==> config.mk <==
export PLATFORM = sky130hd
export DESIGN_NAME = tcam_lookup_ctrl
export DESIGN_NICKNAME = d
export VERILOG_FILES = /design/src/rtl/tcam_lookup_ctrl.sv
export SDC_FILE = /design/constraint.sdc
export NUM_CORES = 1
export LEC_CHECK = 0
export BUFFER_PORTS_ARGS = -buffer_cell sky130_fd_sc_hd__buf_2
export CAP_MARGIN = 20
export CORE_AREA = 2 2 140 142
export DETAILED_ROUTE_END_ITERATION = 12
export DIE_AREA = 0 0 142 144
export PLACE_DENSITY_LB_ADDON = 0.3
export SKIP_LAST_GASP = 1
export SYNTH_ARGS = -nofsm -noshare
export SYNTH_HDL_FRONTEND = slang
export SYNTH_SLANG_ARGS = --single-unit
==> constraint.sdc <==
create_clock -name clk -period 3.7 [get_ports clk]
set_clock_uncertainty 0.2 [all_clocks]
set_input_delay 0.74 -clock clk [delete_from_list [all_inputs] [get_ports clk]]
set_output_delay 0.74 -clock clk [all_outputs]
set_load 0.02 [all_outputs]
==> src/rtl/tcam_lookup_ctrl.sv <==
// Request front-end for tcam_top: registers commands onto the flattened tcam_top_req bus,
// tracks in-flight searches with a token pipeline and queues results in a credit-protected FIFO.
// tcam_top_req = {search, key_we, we, addr, key, mask, data}; tcam_top_resp = {data_vld, addr, data}.

`ifndef KEY_WIDTH
`define KEY_WIDTH 16
`endif
`ifndef VALUE_WIDTH
`define VALUE_WIDTH 32
`endif
`ifndef CAM_ADDR_WIDTH
`define CAM_ADDR_WIDTH 6
`endif

module tcam_lookup_ctrl #(
    parameter int KEY_WIDTH      = `KEY_WIDTH,
    parameter int VALUE_WIDTH    = `VALUE_WIDTH,
    parameter int ADDR_WIDTH     = `CAM_ADDR_WIDTH,
    parameter int LOOKUP_LATENCY = 1,
    parameter int RESP_DEPTH     = 4,
    parameter int TAG_WIDTH      = 4,
    localparam int REQ_WIDTH     = 3 + ADDR_WIDTH + 2 * KEY_WIDTH + VALUE_WIDTH,
    localparam int RESP_WIDTH    = 1 + ADDR_WIDTH + VALUE_WIDTH
) (
    input  logic                   clk,
    input  logic                   rst,
    input  logic                   req_valid,
    output logic                   req_ready,
    input  logic [1:0]             req_op,
    input  logic [KEY_WIDTH-1:0]   req_key,
    input  logic [KEY_WIDTH-1:0]   req_mask,
    input  logic [ADDR_WIDTH-1:0]  req_addr,
    input  logic [VALUE_WIDTH-1:0] req_data,
    input  logic [TAG_WIDTH-1:0]   req_tag,
    output logic [REQ_WIDTH-1:0]   tcam_top_req,
    input  logic [RESP_WIDTH-1:0]  tcam_top_resp,
    output logic                   resp_valid,
    input  logic                   resp_ready,
    output logic                   resp_hit,
    output logic [ADDR_WIDTH-1:0]  resp_addr,
    output logic [VALUE_WIDTH-1:0] resp_data,
    output logic [TAG_WIDTH-1:0]   resp_tag
);

    localparam logic [1:0] OP_SEARCH   = 2'd0;
    localparam logic [1:0] OP_WR_KEY   = 2'd1;
    localparam logic [1:0] OP_WR_VALUE = 2'd2;

    localparam logic [0:0] STATE_RUN   = 1'b0;
    localparam logic [0:0] STATE_DRAIN = 1'b1;

    localparam int PTR_W   = $clog2(RESP_DEPTH);
    localparam int CNT_W   = PTR_W + 1;
    localparam int SUM_W   = $clog2(RESP_DEPTH + LOOKUP_LATENCY + 2) + 1;
    localparam int ENTRY_W = 1 + ADDR_WIDTH + VALUE_WIDTH + TAG_WIDTH;

    logic [0:0]             state_reg, state_next;
    logic [REQ_WIDTH-1:0]   issue_reg, issue_next;
    logic                   issue_search_reg;
    logic [TAG_WIDTH-1:0]   issue_tag_reg;
    logic                   tok_vld_reg [LOOKUP_LATENCY];
    logic [TAG_WIDTH-1:0]   tok_tag_reg [LOOKUP_LATENCY];
    logic                   tok_vld_in  [LOOKUP_LATENCY];
    logic [TAG_WIDTH-1:0]   tok_tag_in  [LOOKUP_LATENCY];
    logic [ENTRY_W-1:0]     fifo_mem [RESP_DEPTH];
    logic [PTR_W-1:0]       wr_ptr_reg, rd_ptr_reg;
    logic [CNT_W-1:0]       count_reg;
    logic [SUM_W-1:0]       inflight;
    logic                   credit_ok, accept, push, pop, lookup_hit;
    logic [ENTRY_W-1:0]     push_entry, head_entry;

    // The issue register counts as the first token stage for credit purposes.
    always_comb begin
        inflight = SUM_W'(issue_search_reg);
        for (int i = 0; i < LOOKUP_LATENCY; i++) begin
            inflight = inflight + SUM_W'(tok_vld_reg[i]);
        end
    end

    assign credit_ok = (SUM_W'(count_reg) + inflight) < SUM_W'(RESP_DEPTH);

    always_comb begin
        state_next = state_reg;
        req_ready  = 1'b0;
        if (!rst) begin
            if (state_reg == STATE_RUN) begin
                case (req_op)
                    OP_SEARCH: req_ready = credit_ok;
                    OP_WR_VALUE: begin
                        req_ready = (inflight == '0);
                        if (req_valid && inflight != '0) begin
                            state_next = STATE_DRAIN;
                        end
                    end
                    default: req_ready = 1'b1;
                endcase
            end else if (inflight == '0) begin
                state_next = STATE_RUN;
            end
        end
    end

    assign accept = req_valid && req_ready;

    always_comb begin
        issue_next = '0;
        if (accept) begin
            case (req_op)
                OP_SEARCH:   issue_next = {3'b100, {ADDR_WIDTH{1'b0}}, req_key,
                                           {KEY_WIDTH{1'b0}}, {VALUE_WIDTH{1'b0}}};
                OP_WR_KEY:   issue_next = {3'b010, req_addr, req_key, req_mask,
                                           {VALUE_WIDTH{1'b0}}};
                OP_WR_VALUE: issue_next = {3'b001, req_addr, {KEY_WIDTH{1'b0}},
                                           {KEY_WIDTH{1'b0}}, req_data};
                default:     issue_next = '0;
            endcase
        end
    end

    always_ff @(posedge clk) begin
        if (rst) begin
            state_reg        <= STATE_RUN;
            issue_reg        <= '0;
            issue_search_reg <= 1'b0;
            issue_tag_reg    <= '0;
        end else begin
            state_reg        <= state_next;
            issue_reg        <= issue_next;
            issue_search_reg <= accept && (req_op == OP_SEARCH);
            issue_tag_reg    <= (accept && req_op == OP_SEARCH) ? req_tag : '0;
        end
    end

    assign tcam_top_req = issue_reg;

    genvar gi;
    generate
        for (gi = 0; gi < LOOKUP_LATENCY; gi++) begin : g_tok
            if (gi == 0) begin : g_first
                assign tok_vld_in[gi] = issue_search_reg;
                assign tok_tag_in[gi] = issue_tag_reg;
            end else begin : g_next
                assign tok_vld_in[gi] = tok_vld_reg[gi-1];
                assign tok_tag_in[gi] = tok_tag_reg[gi-1];
            end
        end
    endgenerate

    always_ff @(posedge clk) begin
        for (int i = 0; i < LOOKUP_LATENCY; i++) begin
            if (rst) begin
                tok_vld_reg[i] <= 1'b0;
                tok_tag_reg[i] <= '0;
            end else begin
                tok_vld_reg[i] <= tok_vld_in[i];
                tok_tag_reg[i] <= tok_tag_in[i];
            end
        end
    end

    // A token leaving the pipeline lines up with its tcam_top_resp; misses are zeroed.
    assign push       = tok_vld_reg[LOOKUP_LATENCY-1];
    assign lookup_hit = tcam_top_resp[RESP_WIDTH-1];
    assign push_entry = {lookup_hit,
                         lookup_hit ? tcam_top_resp[VALUE_WIDTH +: ADDR_WIDTH] : {ADDR_WIDTH{1'b0}},
                         lookup_hit ? tcam_top_resp[VALUE_WIDTH-1:0] : {VALUE_WIDTH{1'b0}},
                         tok_tag_reg[LOOKUP_LATENCY-1]};

    assign resp_valid = (count_reg != '0);
    assign pop        = resp_valid && resp_ready;

    always_ff @(posedge clk) begin
        if (push) begin
            fifo_mem[wr_ptr_reg] <= push_entry;
        end
    end

    always_ff @(posedge clk) begin
        if (rst) begin
            wr_ptr_reg <= '0;
            rd_ptr_reg <= '0;
            count_reg  <= '0;
        end else begin
            if (push) begin
                wr_ptr_reg <= wr_ptr_reg + 1'b1;
            end
            if (pop) begin
                rd_ptr_reg <= rd_ptr_reg + 1'b1;
            end
            case ({push, pop})
                2'b10:   count_reg <= count_reg + 1'b1;
                2'b01:   count_reg <= count_reg - 1'b1;
                default: count_reg <= count_reg;
            endcase
        end
    end

    assign head_entry = fifo_mem[rd_ptr_reg];
    assign {resp_hit, resp_addr, resp_data, resp_tag} = resp_valid ? head_entry : '0;

endmodule

==> results of run 1 <==
worst min-delay path by stage:
| stage | depth (start not counted) | start | end | slack (ps) |
|---|---|---|---|---|
| after global routing | 2 | req_key[4] | tcam_top_req[52] | 200 |
| after detailed placement | 1 | issue_tag_reg[3] | tok_tag_reg[0][3] | 230 |
| after floorplan | 1 | issue_tag_reg[0] | tok_tag_reg[0][0] | 210 |
| final | 2 | req_mask[0] | tcam_top_req[32] | 220 |
| after global placement | 1 | issue_tag_reg[2] | tok_tag_reg[0][2] | 230 |
| after CTS | 2 | req_key[5] | tcam_top_req[53] | 190 |
worst max-delay path: cells and delay by family (launching register included):
kind            cells  cell delay (ps)
compound gates      2              650
fa+ha+maj           2              430
buf+inv             1              190
flops               1              450
simple gates        1              120
area by class of cell:
cell class | count | share of cell area [%]
Clock buffer | 40 | 6.84
Tap cell | 238 | 2.49
Clock inverter | 9 | 1.07
Multi-Input combinational cell | 255 | 20.0
Inverter | 10 | 0.314
Timing Repair Buffer | 243 | 10.5
Sequential cell | 265 | 58.8
layer usage:
| layer | vias up | track usage, % | wire length, um |
|---|---|---|---|
| li1 | 2490 | - | - |
| met2 | 208 | 34.4 | 9780 |
| met4 | 0 | 5.05 | 361 |
| met1 | 2593 | 20.2 | 7210 |
| met5 | - | 0 | 0 |
| met3 | 35 | 4.47 | 1320 |
report_power, final:
part           internal (mW)  switching (mW)  total, mW
clock network           1.74            1.07       2.81
registers               3.17          0.0182       3.19
logic                  0.154           0.185      0.338
kinds of logic (layout without fill, tap and decap cells):
group                      after synthesis  count (layout)  share of synthesized area (%)
AOI/OAI and AO/OA                       12              12                          0.864
xor gates and xnor gates                 4               4                          0.367
adders and majority gates                9               9                           1.26
buffers and inverters                   34             302                           1.61
DFF                                    265             265                           73.5
muxes                                   44              44                           10.2
and+or+nand+nor                        186             186                           12.2
Yosys cell counts:
cell type and n:
sky130_fd_sc_hd__edfxtp_1 172, sky130_fd_sc_hd__and2_1 114, sky130_fd_sc_hd__dfxtp_1 93, sky130_fd_sc_hd__nor2b_1 47, sky130_fd_sc_hd__mux4_2 43, sky130_fd_sc_hd__clkbuf_1 13
sky130_fd_sc_hd__inv_1 10, sky130_fd_sc_hd__ha_1 8, sky130_fd_sc_hd__nor2_1 8, sky130_fd_sc_hd__a21oi_1 5, sky130_fd_sc_hd__buf_4 5, sky130_fd_sc_hd__buf_2 4
sky130_fd_sc_hd__nor3_1 4, sky130_fd_sc_hd__xor2_1 3, sky130_fd_sc_hd__clkbuf_2 2, sky130_fd_sc_hd__nor2_4 2, sky130_fd_sc_hd__nor3b_1 2, sky130_fd_sc_hd__o21ai_0 2
sky130_fd_sc_hd__or3_1 2, sky130_fd_sc_hd__a21oi_4 1, sky130_fd_sc_hd__a311o_1 1, sky130_fd_sc_hd__a31oi_1 1, sky130_fd_sc_hd__fa_1 1, sky130_fd_sc_hd__mux2i_1 1
sky130_fd_sc_hd__nand2_1 1, sky130_fd_sc_hd__nand2b_1 1, sky130_fd_sc_hd__nand3b_1 1, sky130_fd_sc_hd__nor3_2 1, sky130_fd_sc_hd__o21a_1 1, sky130_fd_sc_hd__o31ai_1 1
sky130_fd_sc_hd__or2_1 1, sky130_fd_sc_hd__or3b_2 1, sky130_fd_sc_hd__or4b_4 1, sky130_fd_sc_hd__xnor2_1 1
==> flow_metrics.env, run 1 <==
export IMPL_status="completed"
export IMPL_route_detailed_vias_per_inst=5.02
export IMPL_path_cells="ha_1 > ha_1 > a311o_1 > o21a_1 > nor3_1 > buf_2"
export IMPL_root_buffer="sky130_fd_sc_hd__clkbuf_16"
export IMPL_worst_ep_required_time_ps=2760
export IMPL_synth_avg_cell_area_um2=17.3
export IMPL_die_area_um2=20400
export IMPL_worstMarginPinSlew_ps=744
export IMPL_total_power_mw=6.34
export IMPL_layout_cells_non_filler=1060
export IMPL_boundaryPins=237
export IMPL_max_stage_delay_ps=450
export IMPL_placement_rows=51
export IMPL_synth_sequential_area_ratio_pct=73.5
export IMPL_dpl_hpwl_um=12500
export IMPL_crit_path_end_kind="output port"
export IMPL_htreeDepth=1
export IMPL_largest_reg_flops=172
export IMPL_post_route_period_util_pct=89.2
export IMPL_antenna_violating_nets_post_route=0
export IMPL_synth_top_cells_by_area="sky130_fd_sc_hd__edfxtp_1 (54%), sky130_fd_sc_hd__dfxtp_1 (19%), sky130_fd_sc_hd__mux4_2 (10%), sky130_fd_sc_hd__and2_1 (7.5%), sky130_fd_sc_hd__nor2b_1 (3.1%)"
export IMPL_cts_post_setup_buffers_inserted=0
export IMPL_worstSetupStartpoint="tok_vld_reg[0]"
export IMPL_rr_worst_depth=8
export IMPL_cts_buffers=27
export IMPL_core_area_um2=19100
export IMPL_timing_final_crit_period_ps=3300
export IMPL_dpl_instance_area_um2=11000
export IMPL_report_final_hold_viol_count=0
export IMPL_critical_path_endpoint="req_ready"
export IMPL_crit_reg2reg_capture="count_reg[2]"
export IMPL_fmaxAchievable_mhz=303
export IMPL_post_drt_wl_per_cell_um=17.6
export IMPL_total_leakage_power_nw=4.76
export IMPL_clock_latency_ps=510
export IMPL_mostFrequentLayoutCells="sky130_fd_sc_hd__buf_2 (236), sky130_fd_sc_hd__edfxtp_1 (172), sky130_fd_sc_hd__and2_1 (110), sky130_fd_sc_hd__dfxtp_1 (91), sky130_fd_sc_hd__nor2b_1 (47)"
export IMPL_antenna_cells=0
export IMPL_finish_utilization_pct=62.7
export IMPL_power_ir_vdd_worst_mv=0.483
export IMPL_die_height_um=144
export IMPL_sequential_cell_area_um2=7030
export IMPL_routed_wirelength_um=18700
export IMPL_cts_sink_count=265
export IMPL_drive_above_1_share_pct=41.5
export IMPL_final_hold_worst_slack_ps=218
export IMPL_floorplan_initialDensity_pct=50.1
export IMPL_count_of_endpoints_failing_setup_in_the_final_report=0
export IMPL_powerDensity_nw_per_um2=530
export IMPL_syn_instance_count=554
export IMPL_postLayoutCellArea_um2=12000
export IMPL_drt_initial_drc_count=229
export IMPL_globalRouteOverflowTotal=0
export IMPL_synth_distinct_cells=34
export IMPL_syn2layout_area_growth_pct=25.1
export IMPL_r2r_start="count_reg[0]"
export IMPL_peak_fanout_along_the_critical_path=8
export IMPL_timing_max_transition_violations_final=0
export IMPL_timing_hold_worst_class="in -> reg"
export IMPL_crit_path_top_delay_cell="sky130_fd_sc_hd__dfxtp_1"
export IMPL_drv_cap=0
export IMPL_start_kind="register"
export IMPL_final_common_cell="sky130_fd_sc_hd__buf_2"
export IMPL_worst_case_headroom_to_the_max_slew_limit_pct=50.4
export IMPL_pre_cts_slack_ps=922
export IMPL_tot_gr_track_use_pct=18.1
export IMPL_place_port_buffers=236
export IMPL_postCtsResizedCells=0
export IMPL_type_of_the_worst_setup_path="reg -> out"
export IMPL_ff2ff_setup_slack_ps=1530
export IMPL_grt_setup_unrepaired="no"
export IMPL_cts_reportedPaths_clkPinSlew_ps=60
export IMPL_ctsHoldBuffers=0
export IMPL_grt_first_pass_wirelength_um=28600
export IMPL_multiInputGateArea_um2=2390
export IMPL_tns_ps=0
export IMPL_gp_congestion=0.805
export IMPL_synth_warning_count=0
export IMPL_clk_path_buf_depth=3
export IMPL_synth_ff_latch_count=265
export IMPL_tritoncts="yes"
export IMPL_crit_top_cell="sky130_fd_sc_hd__ha_1"
export IMPL_synth_largest_area_cell="sky130_fd_sc_hd__edfxtp_1"
export IMPL_fillerInstances=1407
export IMPL_die_x_um=142
export IMPL_worst_slack_ps=401
export IMPL_yosysTopAreaCellShare_pct=54.0
export IMPL_syn_area_um2=9560
export IMPL_route_detailed_drc=0
export IMPL_grt_max_degree=47
export IMPL_routed_via_count=5326
export IMPL_final_net_count=930
export IMPL_syn_nets=682
export IMPL_antenna_violations_before_repair=1
export IMPL_first_global_vias=5722
export IMPL_registers_top_by_ff_count="fifo_mem"
export IMPL_critical_path_arrival_ps=2360
export IMPL_post_place_cells=1011
export IMPL_first_pass_iters=4
(Power assumes the default switching activity.)
==> run 2: changes to the inputs <==
Clock period 3.7 ns to 3.1 ns, I/O delays scaled along.
==> run 2 against run 1 <==
Net effect: routed wire length is 1.3% higher; largest power group unchanged; sequential power increased by 19%; count of clock-buffer cells in the layout fell by 2; combinational power rose by 25%; highest routed layer unchanged.
==> flow_metrics.env, run 2 (same netlist as run 1, synthesis figures left out) <==
export IMPL_path_cells="ha_4 > ha_4 > a311o_1 > o21a_1 > nor3_2 > buf_4"
export IMPL_boundaryPins=237
export IMPL_final_net_count=938
export IMPL_htreeDepth=1
export IMPL_route_detailed_drc=0
export IMPL_peak_fanout_along_the_critical_path=6
export IMPL_tritoncts="yes"
export IMPL_crit_path_top_delay_cell="sky130_fd_sc_hd__a311o_1"
export IMPL_timing_hold_worst_class="in -> reg"
export IMPL_core_area_um2=19100
export IMPL_gp_congestion=0.771
export IMPL_first_pass_iters=4
export IMPL_fmaxAchievable_mhz=324
export IMPL_type_of_the_worst_setup_path="reg -> out"
export IMPL_pre_cts_slack_ps=449
export IMPL_count_of_endpoints_failing_setup_in_the_final_report=0
export IMPL_critical_path_arrival_ps=2260
export IMPL_postLayoutCellArea_um2=12000
export IMPL_routed_via_count=5369
export IMPL_crit_top_cell="sky130_fd_sc_hd__ha_4"
export IMPL_worst_slack_ps=17.1
export IMPL_worst_case_headroom_to_the_max_slew_limit_pct=51.0
export IMPL_grt_max_degree=47
export IMPL_post_drt_wl_per_cell_um=17.7
export IMPL_antenna_violating_nets_post_route=0
export IMPL_max_stage_delay_ps=430
export IMPL_globalRouteOverflowTotal=0
export IMPL_first_global_vias=5760
export IMPL_timing_max_transition_violations_final=0
export IMPL_share_clk_of_total_power_pct=42.1
export IMPL_grt_first_pass_wirelength_um=28800
export IMPL_place_port_buffers=236
export IMPL_root_buffer="sky130_fd_sc_hd__clkbuf_16"
export IMPL_largest_reg_flops=172
export IMPL_placement_rows=51
export IMPL_tns_ps=0
export IMPL_registers_top_by_ff_count="fifo_mem"
export IMPL_powerDensity_nw_per_um2=607
export IMPL_proportion_of_power_drawn_by_flip_flops_and_latches_pct=52.1
export IMPL_cts_sink_count=265
export IMPL_final_hold_worst_slack_ps=94.9
export IMPL_floorplan_initialDensity_pct=50.1
export IMPL_die_area_um2=20400
export IMPL_final_common_cell="sky130_fd_sc_hd__buf_2"
export IMPL_die_x_um=142
export IMPL_report_final_hold_viol_count=0
export IMPL_crit_path_end_kind="output port"
export IMPL_clk_path_buf_depth=3
export IMPL_ctsHoldBuffers=0
export IMPL_total_leakage_power_nw=4.76
export IMPL_drive_above_1_share_pct=42.3
export IMPL_grt_setup_unrepaired="yes"
export IMPL_p_sw_mw=1.47
export IMPL_power_report_internal_total_mw=5.81
export IMPL_routed_wirelength_um=18900
export IMPL_cpLargestDelayFamily="compound AO/OA/AOI/OAI gates"
export IMPL_logic_gate_share_of_total_power_pct=5.8
export IMPL_power_switching_fraction_pct=20.2
export IMPL_finish_utilization_pct=62.9
export IMPL_dpl_instance_area_um2=11100
export IMPL_route_detailed_vias_per_inst=5.03
export IMPL_antenna_violations_before_repair=1
export IMPL_post_route_period_util_pct=99.4
export IMPL_start_kind="register"
export IMPL_power_ir_vdd_worst_mv=0.407
export IMPL_timing_final_crit_period_ps=3080
export IMPL_worst_ep_required_time_ps=2280
export IMPL_cp_num_buf_inv=1
export IMPL_die_height_um=144
export IMPL_cts_reportedPaths_clkPinSlew_ps=60
export IMPL_drv_cap=0
export IMPL_cts_buffers=27
export IMPL_tot_gr_track_use_pct=18.3
export IMPL_status="completed"
export IMPL_dpl_hpwl_um=12500
export IMPL_drt_initial_drc_count=207
export IMPL_worstMarginPinSlew_ps=736
export IMPL_mostFrequentLayoutCells="sky130_fd_sc_hd__buf_2 (235), sky130_fd_sc_hd__edfxtp_1 (172), sky130_fd_sc_hd__and2_1 (110), sky130_fd_sc_hd__dfxtp_1 (89), sky130_fd_sc_hd__nor2b_1 (47)"
export IMPL_syn2layout_area_growth_pct=25.5
export IMPL_clock_latency_ps=520
-- run 2: final timing paths --
| check | startpoint | endpoint | slack (ps) | depth (start not counted) |
|---|---|---|---|---|
| worst min register to register | issue_tag_reg[1] | tok_tag_reg[0][1] | 240 | 1 |
| worst max-delay path | tok_vld_reg[0] | req_ready | 20 | 6 |
| worst min-delay path | req_data[15] | tcam_top_req[15] | 90 | 2 |
| worst max register to register | count_reg[0] | count_reg[2] | 840 | 8 |
-- run 2: stage by stage --
stage               power [mW]  instances
CTS                       7.36       1063
global route              7.54       1067
global placement          4.28       1015
finish                    7.28       1068
floorplan                 4.12        554
detailed placement        4.30       1015
-- run 2: layout make-up --
cell class,instances,area (um2)
Fill cell,1374,7090
Sequential cell,265,7040
Multi-Input combinational cell,255,2430
Timing Repair Buffer,251,1340
Clock buffer,38,749
Tap cell,238,298
Clock inverter,10,98.8
Inverter,10,37.5
Antenna cell,1,2.50
-- run 2: routing by layer --
metal  vias to the layer above  global-route usage (%)  part of all wire [%]
li1                       2518                       -                     -
met1                      2606                    20.2                    37
met2                       211                    34.7                    54
met3                        34                    4.67                   7.0
met4                         0                    5.21                   2.2
met5                         -                       0                     0
-- run 2: power by group through the flow --
| stage | sequential (mW) | combinational [mW] | clock [mW] |
|---|---|---|---|
| after floorplan | 3.89 | 0.224 | 0 |
| after global placement | 3.88 | 0.409 | 0 |
| after detailed placement | 3.88 | 0.420 | 0 |
| after CTS | 3.80 | 0.421 | 3.13 |
| after global routing | 3.80 | 0.462 | 3.28 |
| final | 3.80 | 0.423 | 3.06 |
-- run 2: what timing repair did --
action / CTS / global route
setup buffers: 0 / 4
endpoints found under the setup margin: 1 / 6
hold endpoints to repair: 0 / 0
pin swaps: 1 / 4
resized for setup: 1 / 10
